===== src/rtl/comparator_multich_debounce_if.sv =====
// comparator_multich_debounce_if
// Groups the stream handshake, operand buses, result/alarm outputs and the
// soft-clear/alarm-clear controls of comparator_multich_debounce.
//   clr        soft clear (master -> slave)
//   in_valid   sample beat valid (master -> slave)
//   in_ready   slave can accept a beat (slave -> master)
//   A, B       packed per-channel operands/thresholds, channel k at [k*WIDTH +: WIDTH]
//   out_valid  comp_out holds an unconsumed result (slave -> master)
//   out_ready  downstream accepts the result (master -> slave)
//   comp_out   per-channel one-hot state, 3 bits per channel (slave -> master)
//   alarm      sticky per-channel GT alarm (slave -> master)
//   alarm_clr  per-channel alarm clear (master -> slave)
interface comparator_multich_debounce_if #(
  parameter int WIDTH = 14,
  parameter int NCH   = 4
);
  logic                   clr;
  logic                   in_valid;
  logic                   in_ready;
  logic [WIDTH*NCH-1:0]   A;
  logic [WIDTH*NCH-1:0]   B;
  logic                   out_valid;
  logic                   out_ready;
  logic [3*NCH-1:0]       comp_out;
  logic [NCH-1:0]         alarm;
  logic [NCH-1:0]         alarm_clr;

  modport master (
    output clr, in_valid, A, B, out_ready, alarm_clr,
    input  in_ready, out_valid, comp_out, alarm
  );

  modport slave (
    input  clr, in_valid, A, B, out_ready, alarm_clr,
    output in_ready, out_valid, comp_out, alarm
  );
endinterface


===== src/rtl/comparator_multich_debounce.sv =====
// comparator_multich_debounce
// NCH independent A-vs-B magnitude comparators with an equality half-window
// (HYST), signed/unsigned operands, per-channel persistence filtering, a
// sticky over-threshold alarm and valid/ready streaming on input and output.
// Ports:
//   iclk   clock, rising edge
//   irst   asynchronous active-high reset
//   bus    comparator_multich_debounce_if.slave (handshake, operands,
//          comp_out, alarm, clr, alarm_clr)
// comp_out encoding per channel: 001=LT, 010=EQ, 100=GT, 000=NONE.
module comparator_multich_debounce #(
  parameter int WIDTH   = 14,
  parameter int NCH     = 4,
  parameter int SIGNED  = 0,
  parameter int HYST    = 0,
  parameter int PERSIST = 3
) (
  input  logic                           iclk,
  input  logic                           irst,
  comparator_multich_debounce_if.slave   bus
);

  localparam int CW = $clog2(PERSIST + 1);

  localparam logic signed [WIDTH:0] HLIM  = (WIDTH+1)'(HYST);
  localparam logic signed [WIDTH:0] NHLIM = -HLIM;
  localparam logic [CW:0]           PCMP  = (CW+1)'(PERSIST);

  typedef enum logic [1:0] {
    ST_NONE = 2'd0,
    ST_LT   = 2'd1,
    ST_EQ   = 2'd2,
    ST_GT   = 2'd3
  } state_t;

  state_t                  state_q [NCH];
  state_t                  cand_q  [NCH];
  logic [CW-1:0]           cnt_q   [NCH];
  state_t                  state_d [NCH];
  state_t                  cand_d  [NCH];
  logic [CW-1:0]           cnt_d   [NCH];
  state_t                  raw     [NCH];
  logic signed [WIDTH:0]   diff    [NCH];
  logic [NCH-1:0]          enter_gt;
  logic [3*NCH-1:0]        comp_d;

  logic [3*NCH-1:0]        comp_q;
  logic [NCH-1:0]          alarm_q;
  logic                    out_valid_q;
  logic                    in_ready;
  logic                    accept;

  // One extra bit keeps A-B exact for both signed and unsigned operands.
  function automatic logic signed [WIDTH:0] ext(input logic [WIDTH-1:0] v);
    if (SIGNED != 0) ext = {v[WIDTH-1], v};
    else             ext = {1'b0, v};
  endfunction

  function automatic logic [2:0] onehot(input state_t s);
    case (s)
      ST_LT:   onehot = 3'b001;
      ST_EQ:   onehot = 3'b010;
      ST_GT:   onehot = 3'b100;
      default: onehot = 3'b000;
    endcase
  endfunction

  assign in_ready = !out_valid_q || bus.out_ready;
  assign accept   = bus.in_valid && in_ready && !bus.clr;

  assign bus.in_ready  = in_ready;
  assign bus.out_valid = out_valid_q;
  assign bus.comp_out  = comp_q;
  assign bus.alarm     = alarm_q;

  // Raw windowed classification of each channel.
  always_comb begin
    for (int unsigned k = 0; k < NCH; k++) begin
      diff[k] = ext(bus.A[k*WIDTH +: WIDTH]) - ext(bus.B[k*WIDTH +: WIDTH]);
      if (diff[k] > HLIM)       raw[k] = ST_GT;
      else if (diff[k] < NHLIM) raw[k] = ST_LT;
      else                      raw[k] = ST_EQ;
    end
  end

  // Persistence filter next-state; only committed on an accepted beat.
  always_comb begin
    enter_gt = '0;
    comp_d   = '0;
    for (int unsigned k = 0; k < NCH; k++) begin
      state_d[k] = state_q[k];
      cand_d[k]  = cand_q[k];
      cnt_d[k]   = cnt_q[k];
      if (state_q[k] == ST_NONE) begin
        state_d[k] = raw[k];
        cnt_d[k]   = '0;
      end else if (raw[k] == state_q[k]) begin
        cnt_d[k] = '0;
      end else if (raw[k] == cand_q[k]) begin
        if (({1'b0, cnt_q[k]} + 1'b1) == PCMP) begin
          state_d[k] = raw[k];
          cnt_d[k]   = '0;
        end else begin
          cnt_d[k] = cnt_q[k] + 1'b1;
        end
      end else begin
        cand_d[k] = raw[k];
        if (PERSIST == 1) begin
          state_d[k] = raw[k];
          cnt_d[k]   = '0;
        end else begin
          cnt_d[k] = CW'(1);
        end
      end
      enter_gt[k]       = (state_d[k] == ST_GT) && (state_q[k] != ST_GT);
      comp_d[k*3 +: 3]  = onehot(state_d[k]);
    end
  end

  always_ff @(posedge iclk or posedge irst) begin
    if (irst) begin
      out_valid_q <= 1'b0;
      comp_q      <= '0;
      alarm_q     <= '0;
      for (int unsigned k = 0; k < NCH; k++) begin
        state_q[k] <= ST_NONE;
        cand_q[k]  <= ST_NONE;
        cnt_q[k]   <= '0;
      end
    end else begin
      // A set on the same edge as alarm_clr wins.
      alarm_q <= (alarm_q & ~bus.alarm_clr) | (accept ? enter_gt : '0);
      if (bus.clr) begin
        out_valid_q <= 1'b0;
        comp_q      <= '0;
        for (int unsigned k = 0; k < NCH; k++) begin
          state_q[k] <= ST_NONE;
          cand_q[k]  <= ST_NONE;
          cnt_q[k]   <= '0;
        end
      end else if (accept) begin
        out_valid_q <= 1'b1;
        comp_q      <= comp_d;
        for (int unsigned k = 0; k < NCH; k++) begin
          state_q[k] <= state_d[k];
          cand_q[k]  <= cand_d[k];
          cnt_q[k]   <= cnt_d[k];
        end
      end else if (bus.out_ready) begin
        out_valid_q <= 1'b0;
      end
    end
  end

endmodule

===== src/flat_wrapper.sv =====
// flat-port wrapper written by rule: the top's interface ports become plain ports
module comparator_multich_debounce_flat 
#(
  parameter int WIDTH   = 14,
  parameter int NCH     = 4,
  parameter int SIGNED  = 0,
  parameter int HYST    = 0,
  parameter int PERSIST = 3
)
  (iclk, irst, bus_clr, bus_in_valid, bus_A, bus_B, bus_out_ready, bus_alarm_clr, bus_in_ready, bus_out_valid, bus_comp_out, bus_alarm);
  comparator_multich_debounce_if #(.WIDTH(WIDTH), .NCH(NCH)) bus_i ();
  input  logic iclk;
  input  logic irst;
  input wire logic [$bits(bus_i.clr)-1:0] bus_clr;
  input wire logic [$bits(bus_i.in_valid)-1:0] bus_in_valid;
  input wire logic [$bits(bus_i.A)-1:0] bus_A;
  input wire logic [$bits(bus_i.B)-1:0] bus_B;
  input wire logic [$bits(bus_i.out_ready)-1:0] bus_out_ready;
  input wire logic [$bits(bus_i.alarm_clr)-1:0] bus_alarm_clr;
  output wire logic [$bits(bus_i.in_ready)-1:0] bus_in_ready;
  output wire logic [$bits(bus_i.out_valid)-1:0] bus_out_valid;
  output wire logic [$bits(bus_i.comp_out)-1:0] bus_comp_out;
  output wire logic [$bits(bus_i.alarm)-1:0] bus_alarm;
  assign bus_i.clr = bus_clr;
  assign bus_i.in_valid = bus_in_valid;
  assign bus_i.A = bus_A;
  assign bus_i.B = bus_B;
  assign bus_i.out_ready = bus_out_ready;
  assign bus_i.alarm_clr = bus_alarm_clr;
  assign bus_in_ready = bus_i.in_ready;
  assign bus_out_valid = bus_i.out_valid;
  assign bus_comp_out = bus_i.comp_out;
  assign bus_alarm = bus_i.alarm;
  comparator_multich_debounce #(.WIDTH(WIDTH), .NCH(NCH), .SIGNED(SIGNED), .HYST(HYST), .PERSIST(PERSIST)) u_core (.iclk(iclk), .irst(irst), .bus(bus_i));
endmodule

===== config.mk =====
export PLATFORM = sky130hd
export DESIGN_NAME = comparator_multich_debounce_flat
export DESIGN_NICKNAME = d
export VERILOG_FILES = /design/src/rtl/comparator_multich_debounce_if.sv /design/src/rtl/comparator_multich_debounce.sv /design/src/flat_wrapper.sv
export SDC_FILE = /design/constraint.sdc
export NUM_CORES = 1
export LEC_CHECK = 0
export ABC_AREA = 1
export CAP_MARGIN = 20
export CELL_PAD_IN_SITES_DETAIL_PLACEMENT = 1
export CELL_PAD_IN_SITES_GLOBAL_PLACEMENT = 1
export CORE_MARGIN = 5
export CORE_UTILIZATION = 48
export DETAILED_ROUTE_END_ITERATION = 16
export DONT_BUFFER_PORTS = 1
export HOLD_SLACK_MARGIN = 0.08
export PLACE_DENSITY = 0.9
export SYNTH_ARGS = -nofsm -noshare
export SYNTH_HDL_FRONTEND = slang
export SYNTH_SLANG_ARGS = --single-unit

===== constraint.sdc =====
create_clock -name iclk -period 3.9 [get_ports iclk]
set_input_delay 1.17 -clock iclk [delete_from_list [all_inputs] [get_ports iclk]]
set_output_delay 1.17 -clock iclk [all_outputs]
set_load 0.02 [all_outputs]

==> metrics.log <==
[metrics] run status: finished clean
[metrics] worst slew margin relative to its limit: 44.4%
[metrics] CTS sink count: 41
[metrics] basic-gate share of the synthesized area counting and, or, nand and nor cells: 47.1%
[metrics] combinational cell fraction of total power: 46.8%
[metrics] period utilisation layout: 86.7%
[metrics] cell area after synthesis: 6230 um2
[metrics] first-pass GRT wire length: 29600 um
[metrics] kind of cell with the highest combined delay on the critical path: simple AND/OR/NAND/NOR gates
[metrics] number of max-slew violations in the final report: 0
[metrics] Crit path buffers/inverters: 2
[metrics] switching power summed over all nets: 0.770 mW
[metrics] capture instance of the worst register-to-register path: u_core.cand_q[2]
[metrics] fraction of synthesized area in multiplexers: 0%
[metrics] half-perimeter wire length after detailed placement: 15000 um
[metrics] adder-cell share of the synthesized area: 12.5%
[metrics] count of endpoints failing setup in the final report: 0
[metrics] primary flip-flop cell chosen by synthesis mapping: sky130_fd_sc_hd__dfrtp_1
[metrics] dominant combinational cell family by area after synthesis: simple AND/OR/NAND/NOR gates
[metrics] number of ports placed on the die boundary: 139
[metrics] setup fix buffers added after clock tree synthesis: 0
[metrics] fill cell total of the finished layout: 1897
[metrics] end point of the most critical hold path: u_core.cand_q[7]
[metrics] initial drt markers: 272
[metrics] Hold Path Origin: u_core.cand_q[7]
[metrics] Die ar.: 15400 um2
[metrics] number of distinct library cells after synthesis: 38
[metrics] level count of the clock H-tree: 2
[metrics] number of antenna-violating nets in the routed design: 0
[metrics] Die Ht: 124 um
[metrics] Setup crit end kind: flop
[metrics] switching part of the total: 44.1%
[metrics] Power Density: 265 nW/um2
[metrics] count of yosys warnings during synthesis: 0
[metrics] final design area excluding fillers: 6580 um2
[metrics] vias after detailed routing: 6678
[metrics] detail-routed via count per cell: 5.27
[metrics] R2R depth: 9
[metrics] startpoint types: input port
[metrics] type of the worst min-delay path: flop to flop
[metrics] growth of design area from synthesis to finish: 5.56%
[metrics] count of flip-flops with a built-in enable after synthesis: 0
[metrics] Setup Skew: 0.00228 ns
[metrics] Clock power frac: 23.6%
[metrics] number of antenna violations at the first check in global routing: 0
[metrics] clk root buf: sky130_fd_sc_hd__clkbuf_16
[metrics] net count after synthesis: 1270
[metrics] CP cell instances: inv_1 -> ha_1 -> fa_1 -> inv_1 -> nand3_1 -> nand2_1 -> nand3_1 -> nand3_1 -> nand2_1 -> nand2_1 -> nand2_1 -> nor2_1 -> nand2_2 -> xor2_1 -> nand2_1 -> a21oi_1 -> nor2_1 -> nand2_1 -> o21ai_1
[metrics] count of unresolved DRC violations after routing: 0
[metrics] Cell Rows: 41
[metrics] vias in the first global route: 6831
[metrics] TritonCTS clock tree: built
[metrics] Placed Area: 6430 um2
[metrics] Global Route Usage Sum: 23.1%
[metrics] register-to-register setup slack: 1.66 ns
[metrics] master of the slowest instance on the critical path: sky130_fd_sc_hd__fa_1
[metrics] internal power summed over all cells: 0.976 mW
[metrics] unrepaired setup endpoints after global routing: false
[metrics] Placeable Area: 12700 um2
[metrics] number of synthesized register bits: 41
[metrics] Setup Crit Path Kind: input port to flop
[metrics] worst hold path depth: 2
[metrics] routed wire length: 17500 um
[metrics] time the final worst path needs with I/O delays and setup: 3.38 ns
[metrics] number of max-cap violations: 0
[metrics] largest net degree at the start of global routing: 30
[metrics] clock transition at the register clock pins on the worst setup and hold paths after CTS: 0.06 ns
[metrics] Wirelength per Cell: 13.8 um
[metrics] number of nets in the layout: 1274
[metrics] number of gates given a new drive strength after cts: 0
[metrics] count of input and output buffers: 0
[metrics] cell mode on critical path: sky130_fd_sc_hd__nand2_1
[metrics] overall power of the completed layout: 1.75 mW
[metrics] final-report hold violation count: 0
[metrics] mean post-synth cell area: 5.72 um2
[metrics] sequential cell area fraction in the yosys report: 16.5%
[metrics] Remaining Overflow, GRT: 0
[metrics] maximum clock frequency: 0.296 GHz
[metrics] largest incremental delay on the critical path: 0.40 ns
[metrics] total negative slack: 0 ns
[metrics] Die Width: 124 um
[metrics] post-synthesis async set-or-reset flop share: 100%
[metrics] clock latency reported for the late side of the worst-skew pair: 0.29 ns
[metrics] actual slew at the worst max-slew pin: 0.833 ns
[metrics] worst IR drop on VDD: 0.177 mV
[metrics] antenna cell count: 0
[metrics] layout cells sized above 1: 9.05%
[metrics] number of instances in the synthesized netlist: 1089
[metrics] start of the worst register-to-register path: u_core.bus.out_valid
[metrics] total iterations of the first detailed-routing run: 4
[metrics] Post-CTS Hold Buffers: 0
[metrics] required time worst endpoint: 4.07 ns
[metrics] number of buffers created by CTS: 5
[metrics] data arrival time of the worst path: 3.55 ns
[metrics] routability congestion estimate from global placement: 0.862
[metrics] portion of total power attributed to sequential cells: 29.6%
[metrics] leakage power: 3.91 nW
[metrics] initial cell density of the core: 49.2%
[metrics] Max FO, Critical Path: 4
[metrics] area fraction in compound gates after synthesis: 7.55%
[metrics] post-synthesis share of cell area spent on xor and xnor gates: 1.69%
[metrics] Max clock buf depth: 2
## worst register-to-register path, cell delays in order, from the launching register on
cell	delay, ns
sky130_fd_sc_hd__dfrtp_1	0.47
sky130_fd_sc_hd__nand2_1	0.26
sky130_fd_sc_hd__nand2_1	0.18
sky130_fd_sc_hd__inv_1	0.16
sky130_fd_sc_hd__nor2_1	0.07
sky130_fd_sc_hd__inv_1	0.42
sky130_fd_sc_hd__o21ai_1	0.17
sky130_fd_sc_hd__nor2_1	0.24
sky130_fd_sc_hd__nand2_1	0.09
sky130_fd_sc_hd__o21ai_1	0.10
## layer usage
layer  wire length [um]  part of all wire (%)  GRT usage (%)  up-vias
met2               9180                    53           45.0      114
met5                  0                     0              0        -
li1                   -                     -              -     3406
met4                195                   1.1           4.31        0
met3                665                   3.8           2.95       17
met1               7420                    42           26.8     3141
## cells in the mapped netlist (2+ instances only)
library cell,instances,share of area (%)
sky130_fd_sc_hd__nand3_1,97,7.8
sky130_fd_sc_hd__nand3_2,6,0.96
sky130_fd_sc_hd__xnor2_1,5,0.70
sky130_fd_sc_hd__fa_1,4,1.3
sky130_fd_sc_hd__nor3_2,2,0.32
sky130_fd_sc_hd__nor3_1,6,0.48
sky130_fd_sc_hd__o22ai_1,7,0.70
sky130_fd_sc_hd__nand3b_1,12,1.4
sky130_fd_sc_hd__nand2_2,43,4.3
sky130_fd_sc_hd__o21ai_1,11,0.88
sky130_fd_sc_hd__clkbuf_1,3,0.18
sky130_fd_sc_hd__nand4_1,29,2.9
sky130_fd_sc_hd__a21oi_2,4,0.56
sky130_fd_sc_hd__xor2_1,7,0.98
sky130_fd_sc_hd__nor2_1,63,3.8
sky130_fd_sc_hd__o21ai_0,10,0.80
sky130_fd_sc_hd__a31oi_1,2,0.20
sky130_fd_sc_hd__inv_2,14,0.84
sky130_fd_sc_hd__a21oi_1,40,3.2
sky130_fd_sc_hd__nand4_2,3,0.60
sky130_fd_sc_hd__o21bai_1,2,0.24
sky130_fd_sc_hd__ha_1,56,11
sky130_fd_sc_hd__nor2_2,11,1.1
sky130_fd_sc_hd__inv_1,222,13
sky130_fd_sc_hd__o21ai_2,4,0.56
sky130_fd_sc_hd__nand2_1,373,22
sky130_fd_sc_hd__dfrtp_1,41,16
sky130_fd_sc_hd__or2_1,2,0.20
## cells by family (layout without fill, tap and decap cells)
kind of cell,Yosys count,count (layout)
AOI/OAI and AO/OA,83,83
adders and majority gates,60,60
xor gates and xnor gates,12,12
buffers and inverters,241,246
and+or+nand+nor,652,652
DFF,41,41
## layout make-up
cell class,instances,area [um2],share of cell area [%]
Timing Repair Buffer,2,15.0,0.228
Clock inverter,2,15.0,0.228
Sequential cell,41,1030,15.6
Multi-Input combinational cell,807,4290,65.2
Clock buffer,6,129,1.96
Inverter,236,886,13.5
Tap cell,172,215,3.27
## registers in the layout (all words and copies together) (netlist names)
name,flops
u_core.bus.comp_out,12
u_core.cand_q,8
u_core.cnt_q,8
u_core.state_q,8
u_core.bus.alarm,4
u_core.bus.out_valid,1
## power by group through the flow
| stage | Clock (mW) | Combinational [mW] | Sequential [mW] |
|---|---|---|---|
| 2_1_floorplan | 0 | 0.645 | 0.512 |
| 3_3_place_gp | 0 | 0.777 | 0.522 |
| 3_5_place_dp | 0 | 0.813 | 0.523 |
| 4_1_cts | 0.420 | 0.822 | 0.517 |
| 5_1_grt | 0.441 | 0.937 | 0.522 |
| 6_report | 0.411 | 0.817 | 0.517 |
## through the flow
step                      util (%)  hold WS [ns]  worst slack, ns  std cells
after detailed placement      50.8         0.528            0.251       1258
after global placement        50.8         0.521            0.352       1258
after floorplan                  -         0.491            0.609       1089
after global routing          51.9         0.563            0.256       1266
after CTS                     51.9         0.548            0.542       1266
final                         51.9         0.549            0.520       1266
## worst max-delay path by stage
| stage | from | end | slack (ns) | cells after the start |
|---|---|---|---|---|
| detailed placement | bus_A[0] | u_core.bus.comp_out[0] | 0.25 | 20 |
| global route | bus_A[0] | u_core.bus.comp_out[0] | 0.26 | 20 |
| finish | bus_A[0] | u_core.cand_q[6] | 0.52 | 19 |
| floorplan | bus_A[14] | u_core.state_q[4] | 0.61 | 21 |
| CTS | bus_A[0] | u_core.cand_q[6] | 0.54 | 19 |
| global placement | bus_A[0] | u_core.cand_q[7] | 0.35 | 19 |
## placed cells by master (no fill, tap or decap), types with 3 or more instances in the layout
master | synthesis | routed
sky130_fd_sc_hd__dfrtp_1 | 41 | 41
sky130_fd_sc_hd__ha_1 | 56 | 56
sky130_fd_sc_hd__o21ai_0 | 10 | 10
sky130_fd_sc_hd__o21ai_1 | 11 | 11
sky130_fd_sc_hd__xnor2_1 | 5 | 5
sky130_fd_sc_hd__nor2_2 | 11 | 11
sky130_fd_sc_hd__a21oi_1 | 40 | 40
sky130_fd_sc_hd__nand4_1 | 29 | 29
sky130_fd_sc_hd__o22ai_1 | 7 | 7
sky130_fd_sc_hd__nand3b_1 | 12 | 12
sky130_fd_sc_hd__inv_1 | 222 | 221
sky130_fd_sc_hd__nor3_1 | 6 | 6
sky130_fd_sc_hd__nand3_1 | 97 | 97
sky130_fd_sc_hd__fa_1 | 4 | 4
sky130_fd_sc_hd__nor2_1 | 63 | 63
sky130_fd_sc_hd__clkbuf_16 | 0 | 5
sky130_fd_sc_hd__inv_2 | 14 | 14
sky130_fd_sc_hd__nand3_2 | 6 | 6
sky130_fd_sc_hd__nand2_1 | 373 | 373
sky130_fd_sc_hd__o21ai_2 | 4 | 4
sky130_fd_sc_hd__a21oi_2 | 4 | 4
sky130_fd_sc_hd__nand2_2 | 43 | 43
sky130_fd_sc_hd__xor2_1 | 7 | 7
sky130_fd_sc_hd__nand4_2 | 3 | 3
(Power assumes the default switching activity.)
